$ cat src/rtl/sccb_slave_regfile.sv
// SCCB/I2C target backed by a 256x8 register file.
// Emulates the camera side of the config bus, plus a fabric readback port.
module sccb_slave_regfile #(
   parameter logic [6:0] DEV_ADDR    = 7'h21,
   parameter int         SYNC_STAGES = 2
) (
   input  logic       clk,
   input  logic       rst,
   input  logic       scl_in,
   input  logic       sda_in,
   output logic       sda_oe,
   output logic       wr_valid,
   output logic [7:0] wr_addr,
   output logic [7:0] wr_data,
   output logic       busy,
   input  logic [7:0] dbg_addr,
   output logic [7:0] dbg_data
);

   typedef enum logic [3:0] {
      IDLE,
      DEV,
      DEV_ACK,
      SUB,
      SUB_ACK,
      WR,
      WR_ACK,
      RD,
      RD_ACK,
      WAIT_STOP
   } state_t;

   logic [SYNC_STAGES-1:0] scl_ff;
   logic [SYNC_STAGES-1:0] sda_ff;
   logic                   scl_h;
   logic                   sda_h;
   logic                   scl_s;
   logic                   sda_s;
   logic                   rise;
   logic                   fall;
   logic                   start;
   logic                   stop;

   state_t     state;
   state_t     state_d;
   logic [3:0] cnt;
   logic [3:0] cnt_d;
   logic [7:0] rx_sh;
   logic [7:0] rx_d;
   logic [7:0] tx_sh;
   logic [7:0] tx_d;
   logic       rd_mode;
   logic       rd_mode_d;
   logic       ack_drv;
   logic       ack_d;
   logic       oe_d;
   logic       busy_d;
   logic [7:0] ptr;
   logic [7:0] ptr_d;
   logic       wv_d;
   logic [7:0] wa_d;
   logic [7:0] wd_d;
   logic       we;
   logic [7:0] rx_byte;
   logic [7:0] rd_byte;

   logic [7:0] regs [256];

   // Synchronizers reset low so release cannot fake a START/STOP
   always_ff @(posedge clk or posedge rst) begin
      if (rst) begin
         scl_ff <= '0;
         sda_ff <= '0;
         scl_h  <= 1'b0;
         sda_h  <= 1'b0;
      end else begin
         scl_ff <= {scl_ff[SYNC_STAGES-2:0], scl_in};
         sda_ff <= {sda_ff[SYNC_STAGES-2:0], sda_in};
         scl_h  <= scl_ff[SYNC_STAGES-1];
         sda_h  <= sda_ff[SYNC_STAGES-1];
      end
   end

   assign scl_s   = scl_ff[SYNC_STAGES-1];
   assign sda_s   = sda_ff[SYNC_STAGES-1];
   assign rise    = scl_s & ~scl_h;
   assign fall    = ~scl_s & scl_h;
   assign start   = scl_s & scl_h & sda_h & ~sda_s;
   assign stop    = scl_s & scl_h & ~sda_h & sda_s;
   assign rx_byte = {rx_sh[6:0], sda_s};
   assign rd_byte = regs[ptr];

   always_comb begin
      state_d   = state;
      cnt_d     = cnt;
      rx_d      = rx_sh;
      tx_d      = tx_sh;
      rd_mode_d = rd_mode;
      ack_d     = ack_drv;
      oe_d      = sda_oe;
      busy_d    = busy;
      ptr_d     = ptr;
      wv_d      = 1'b0;
      wa_d      = wr_addr;
      wd_d      = wr_data;
      we        = 1'b0;
      if (stop) begin
         state_d = IDLE;
         busy_d  = 1'b0;
         oe_d    = 1'b0;
         ack_d   = 1'b0;
      end else if (start) begin
         state_d = DEV;
         cnt_d   = '0;
         busy_d  = 1'b1;
         oe_d    = 1'b0;
         ack_d   = 1'b0;
      end else begin
         unique case (state)
            IDLE: begin
            end
            DEV: begin
               if (rise) begin
                  rx_d  = rx_byte;
                  cnt_d = cnt + 4'd1;
                  if (cnt == 4'd7) begin
                     cnt_d = '0;
                     if (rx_byte[7:1] == DEV_ADDR) begin
                        state_d   = DEV_ACK;
                        rd_mode_d = rx_byte[0];
                     end else begin
                        state_d = WAIT_STOP;
                     end
                  end
               end
            end
            SUB: begin
               if (rise) begin
                  rx_d  = rx_byte;
                  cnt_d = cnt + 4'd1;
                  if (cnt == 4'd7) begin
                     cnt_d   = '0;
                     ptr_d   = rx_byte;
                     state_d = SUB_ACK;
                  end
               end
            end
            WR: begin
               if (rise) begin
                  rx_d  = rx_byte;
                  cnt_d = cnt + 4'd1;
                  if (cnt == 4'd7) begin
                     cnt_d   = '0;
                     we      = 1'b1;
                     wv_d    = 1'b1;
                     wa_d    = ptr;
                     wd_d    = rx_byte;
                     ptr_d   = ptr + 8'd1;
                     state_d = WR_ACK;
                  end
               end
            end
            DEV_ACK, SUB_ACK, WR_ACK: begin
               if (fall) begin
                  if (!ack_drv) begin
                     oe_d  = 1'b1;
                     ack_d = 1'b1;
                  end else begin
                     ack_d = 1'b0;
                     oe_d  = 1'b0;
                     cnt_d = '0;
                     if (state != DEV_ACK) begin
                        state_d = WR;
                     end else if (!rd_mode) begin
                        state_d = SUB;
                     end else begin
                        // This fall both ends the ACK and presents bit 7
                        state_d = RD;
                        oe_d    = ~rd_byte[7];
                        tx_d    = {rd_byte[6:0], 1'b0};
                        cnt_d   = 4'd1;
                     end
                  end
               end
            end
            RD: begin
               if (fall) begin
                  if (cnt == 4'd8) begin
                     oe_d    = 1'b0;
                     ptr_d   = ptr + 8'd1;
                     cnt_d   = '0;
                     state_d = RD_ACK;
                  end else begin
                     oe_d  = ~tx_sh[7];
                     tx_d  = {tx_sh[6:0], 1'b0};
                     cnt_d = cnt + 4'd1;
                  end
               end
            end
            RD_ACK: begin
               if (rise) begin
                  if (sda_s) begin
                     state_d = WAIT_STOP;
                  end else begin
                     state_d = RD;
                     tx_d    = rd_byte;
                     cnt_d   = '0;
                  end
               end
            end
            WAIT_STOP: begin
               oe_d = 1'b0;
            end
            default: begin
               state_d = IDLE;
               oe_d    = 1'b0;
            end
         endcase
      end
   end

   always_ff @(posedge clk or posedge rst) begin
      if (rst) begin
         state    <= IDLE;
         cnt      <= '0;
         rx_sh    <= '0;
         tx_sh    <= '0;
         rd_mode  <= 1'b0;
         ack_drv  <= 1'b0;
         sda_oe   <= 1'b0;
         busy     <= 1'b0;
         ptr      <= '0;
         wr_valid <= 1'b0;
         wr_addr  <= '0;
         wr_data  <= '0;
      end else begin
         state    <= state_d;
         cnt      <= cnt_d;
         rx_sh    <= rx_d;
         tx_sh    <= tx_d;
         rd_mode  <= rd_mode_d;
         ack_drv  <= ack_d;
         sda_oe   <= oe_d;
         busy     <= busy_d;
         ptr      <= ptr_d;
         wr_valid <= wv_d;
         wr_addr  <= wa_d;
         wr_data  <= wd_d;
      end
   end

   always_ff @(posedge clk or posedge rst) begin
      if (rst) begin
         for (int i = 0; i < 256; i++) begin
            regs[i] <= '0;
         end
         dbg_data <= '0;
      end else begin
         if (we) begin
            regs[ptr] <= rx_byte;
         end
         dbg_data <= regs[dbg_addr];
      end
   end

endmodule

$ cat config.mk
export PLATFORM = sky130hd
export DESIGN_NAME = sccb_slave_regfile
export DESIGN_NICKNAME = d
export VERILOG_FILES = /design/src/rtl/sccb_slave_regfile.sv
export SDC_FILE = /design/constraint.sdc
export NUM_CORES = 2
export LEC_CHECK = 0
export BUFFER_PORTS_ARGS = -buffer_cell sky130_fd_sc_hd__buf_2
export CORE_ASPECT_RATIO = 1.25
export CORE_UTILIZATION = 45
export DETAILED_ROUTE_END_ITERATION = 6
export GPL_ROUTABILITY_DRIVEN = 0
export PLACE_DENSITY = 0.67
export SLEW_MARGIN = 0
export SYNTH_ARGS = -nofsm -noshare
export SYNTH_HDL_FRONTEND = slang
export SYNTH_SLANG_ARGS = --single-unit
$ cat constraint.sdc
create_clock -name clk -period 79.5 [get_ports clk]
set_clock_uncertainty 0.15 [all_clocks]
set_input_delay 3.975 -clock clk [delete_from_list [all_inputs] [get_ports clk]]
set_output_delay 3.975 -clock clk [all_outputs]
set_load 0.03 [all_outputs]
* Yosys cells after proc, flatten, opt, wreduce, memory -nomap -nowiden
Cells that the tools add are included.
Cells by class: add/subtract/negate cells 2, magnitude comparators 3, eq/ne operators 45, multiplexer cells 76, bitwise operators 17, reductions and logical operators 21
Operators by type and width (number):
- bitwise mux 2048 bit | 1
- 2-to-1 mux 8 bit | 19
- binary-select mux 8 bit (select 8 bit) | 2
- 2-to-1 mux 4 bit | 24
- demux 8 bit (select 8 bit) | 1
- case mux 8 bit (3 select lines) | 2
- inequality test 4 bit, second input constant | 11
- case mux 4 bit (7 select lines) | 1
- inequality test 2 bit, second input constant | 13
- 2-to-1 mux 1 bit | 22
- equality test 4 x 3 -> 1 bit, second input constant | 5
- greater-or-equal comparator 9 bit, second input constant | 2
- NOT 8 -> 9 bit | 2
- case mux 4 bit (4 select lines) | 1
- inequality test 3 bit, second input constant | 5
- equality test 4 bit, second input constant | 3
- AND reduction 12 bit | 1
- nonzero test 3 bit | 4
- AND reduction 11 bit | 1
- < comparator 9 x 1 -> 1 bit, second input constant | 1
- inequality test 3 x 1 -> 1 bit, second input constant | 3
- AND reduction 9 bit | 1
- adder 8 x 1 -> 8 bit, second input constant | 1
- equality test 4 x 2 -> 1 bit, second input constant | 2
- other kinds (21) | 36
Storage, ports and cells: register bits 2114, input port bits 12, logic and storage cells 437

* Longest topological paths before layout
depth in word-level cells 12, gate-level depth with buffers 16

* Worst setup path after synthesis
OpenSTA, ideal clock, no wires.
path kind in2reg, start in dbg_addr[0], end reg dbg_data[0], library setup time 0.138 ns, arrival time 6.604 ns, slack 72.608 ns, cell stages on the path 6, buffers on the path 2, cells stage by stage clkbuf_1 > buf_1 > mux4_2 > mux4_2 > mux4_2 > mux4_2
On the way: cells in the longest elaborated chain, start to end 4
Ends and longest elaborated chain:
- start, declared | line 16 | input logic [7:0] dbg_addr,
- NOT 8 -> 9 bit (not written as such) | line 262 | dbg_data <= regs[dbg_addr];
- binary-select mux 8 bit (select 8 bit) | line 262
- 2-to-1 mux 8 bit (not written as such) (2 in a row) | line 262
- end signal, assigned | line 262
- end, declared | line 17 | output logic [7:0] dbg_data
No other way between the ends. The select of a mux whose other input is x is not followed. A chain may end at the register's enable or synchronous reset.

==> out/results.ini <==
[power_and_ir_drop]
p_per_area_nw_per_um2 = 24.2
p_leak_nw = 55.5
peakVddDrop_mv = 0.0298

[yosys]
synthesis.instances = 7343
yosys.area.top_type_share = 0.469
synthArstFlopShare = 1.00
synth_area_um2 = 113000
synthFlopType = dfrtp_1
ys_ff_latch = 2114
yosys.area.top_type = dfrtp_1
syn-mean-instance-area_um2 = 15.3
synth_edf_count = 0
netlist-cell-type-count = 72
synth_seq_area_share = 0.469
syn_nets = 7361
netlist_top_cells_area = dfrtp_1 (47%), mux4_2 (22%), mux2_2 (21%)
ys_warn_count = 0

[critical_path]
critical_path.max_fanout = 158
cp.required_ps = 80280
arrival_ps = 11390
critical_path_buf_inv_count = 10
crit_top_cell = buf_4
crit_path_start_kind = input pin
critPathCaptureType = asynchronous set/reset pin
cp_cell_sequence = buf_2 -> inv_8 -> buf_12 -> buf_12 -> buf_4 -> buf_4 -> buf_4 -> buf_4 -> buf_4 -> buf_4
slowest_delay_ps = 890
path_class = in -> async
critPathTopFamily = buffers and inverters
cp_slowest_cell = buf_4

[clocking]
cts_buffer_depth = 4
cts_resized = 0
cts_made_buffers = 211
htree_levels = 4
cts_setup_buffers = 0
clock_sinks = 2114
clkSlewWorstSetupHoldPaths_ps = 70
cts-root-buf = clkbuf_16
cts_tree = done
worstSkewPairLatency_ps = 900
hold_buffers = 0

[sta]
max_slew.worst_pin.slew_ps = 1700
grt_setup_unrepaired = no
hold_viol = 0
slew_viol_final = 6
period_share = 0.133
fmax_mhz = 94.3
max_slew_margin = -0.141
layout_setup_ws_ps = 68900
period_needed_ps = 10600
tns_ps = 0
setup_violations = 0

[die]
die-area_um2 = 252000
fp.dieH_um = 561
io_pins = 39
core_area_um2 = 249000
die_x_um = 450
core.rowCount = 205
initial_core_util = 0.452

[global_routing]
grtUsageMet3 = 0.106
grt_pass1_vias = 74600
overflow = 0
met2_usage = 0.471
globalRouteMet1Util = 0.387
grt_usage = 0.315
grt_max_degree = 195
antenna_found_initial = 55
grt.busiest_layer = met2
grt_pass1_wl_mm = 570

[final_layout]
layout_common_cells = dfrtp_1 (2099), mux2_2 (2073), mux4_2 (1112), nand2_1 (271), mux2i_1 (223)
final_area_um2 = 123000
final_cell_count_no_fill = 10700
layout-drive-gt1-share = 0.523
layout_commonest_cell = dfrtp_1
finalNetCount = 7185
area_delta_synth_final_pct = 9.39

[route]
via_per_inst = 6.93
firstDrtPassIters = 7
drt_iter0_markers = 9302
post_drt_wl_per_cell_um = 37.3
antenna_left = 0
postRouteWirelength_mm = 398
drcViolationCount = 14
num_vias = 73900

[place]
io_buffers = 38
place_area_um2 = 116000
dp_slack_ps = 67680
placed_cells = 10300
dpl.hpwl_mm = 259

[job]
cap_violations = 4

[outcome]
status = finished with violations
violations = DRC, capacitance limit, slew limit

[hold_path]
hold_path.class = reg -> reg

==> flip-flops by register name (all words and copies together), names as in the netlist <==
signal    count
wr_data       8
scl_h         1
cnt           4
scl_ff        2
dbg_data      8
regs       2048
busy          1
tx_sh         8
sda_oe        1
sda_h         1
sda_ff        2
wr_valid      1
state         4
wr_addr       8
rx_sh         7
rd_mode       1
ptr           8
ack_drv       1
==> logic make-up after synthesis <==
| kind of cell | Yosys count | synth area share |
|---|---|---|
| muxes | 3408 | 0.449 |
| DFF | 2114 | 0.469 |
| and+or+nand+nor | 735 | 0.0294 |
| buffers and inverters | 662 | 0.0254 |
| AOI/OAI and AO/OA | 416 | 0.0258 |
| adders and majority gates | 6 | 0.000666 |
| xor gates and xnor gates | 2 | 0.000155 |
==> synth_stat cells (all sizes together) (12+ instances only) <==
| master | instances |
|---|---|
| inv | 15 |
| a31oi | 16 |
| mux2i | 223 |
| nand3 | 96 |
| a221oi | 16 |
| dfrtp | 2114 |
| o211ai | 13 |
| nor2b | 18 |
| a22oi | 148 |
| nor3 | 19 |
| buf | 182 |
| nor2 | 222 |
| a211oi | 13 |
| and2 | 12 |
| o22ai | 19 |
| mux4 | 1112 |
| nand2b | 21 |
| nand2 | 271 |
| a21oi | 62 |
| o21ai | 52 |
| and3 | 14 |
| nand4 | 17 |
| mux2 | 2073 |
| clkbuf | 465 |
| a22o | 12 |
==> final timing paths <==
| kind | endpoint | slack [ps] | from | cells past startpoint |
|---|---|---|---|---|
| min | sda_ff[1] | 220 | sda_ff[0] | 0 |
| max | regs[1196] | 68900 | rst | 10 |
| max in group clk | dbg_data[2] | 70460 | dbg_addr[0] | 8 |
| min in group asynchronous | regs[767] | 3060 | rst | 2 |
| min reg2reg | sda_ff[1] | 220 | sda_ff[0] | 0 |
| max reg2reg | tx_sh[1] | 72420 | ptr[1] | 10 |
==> metal layers <==
metal,vias up,part of all wire
li1,28300,-
met4,38,0.082
met5,-,0.00061
met2,4354,0.45
met1,40000,0.35
met3,1267,0.11
==> per-stage QoR <==
| stage | hold slack (ps) | total power [mW] | util |
|---|---|---|---|
| finish | 221 | 2.99 | 0.494 |
| detailed placement | 196 | 1.94 | 0.467 |
| floorplan | 181 | 1.62 | - |
| global route | 228 | 3.04 | 0.494 |
| CTS | 221 | 2.95 | 0.494 |
| global placement | 191 | 1.93 | 0.466 |
==> power breakdown <==
group | switching [mW] | internal (mW) | leakage, nW
clock network | 0.440 | 0.582 | 3.41
registers | 0.0699 | 1.08 | 29.5
logic | 0.603 | 0.208 | 22.6
total | 1.11 | 1.87 | 55.5
==> area by class of cell <==
type | count | area (um^2)
timing repair buffer | 258 | 2060
antenna | 27 | 67.6
clock buffer | 302 | 6140
inverter | 15 | 68.8
fill | 21000 | 126000
clock inverter | 62 | 734
sequential | 2114 | 53000
tap | 3312 | 4140
multi-input combinational | 4567 | 57100
Note: power is estimated with default switching activity, not from simulation.
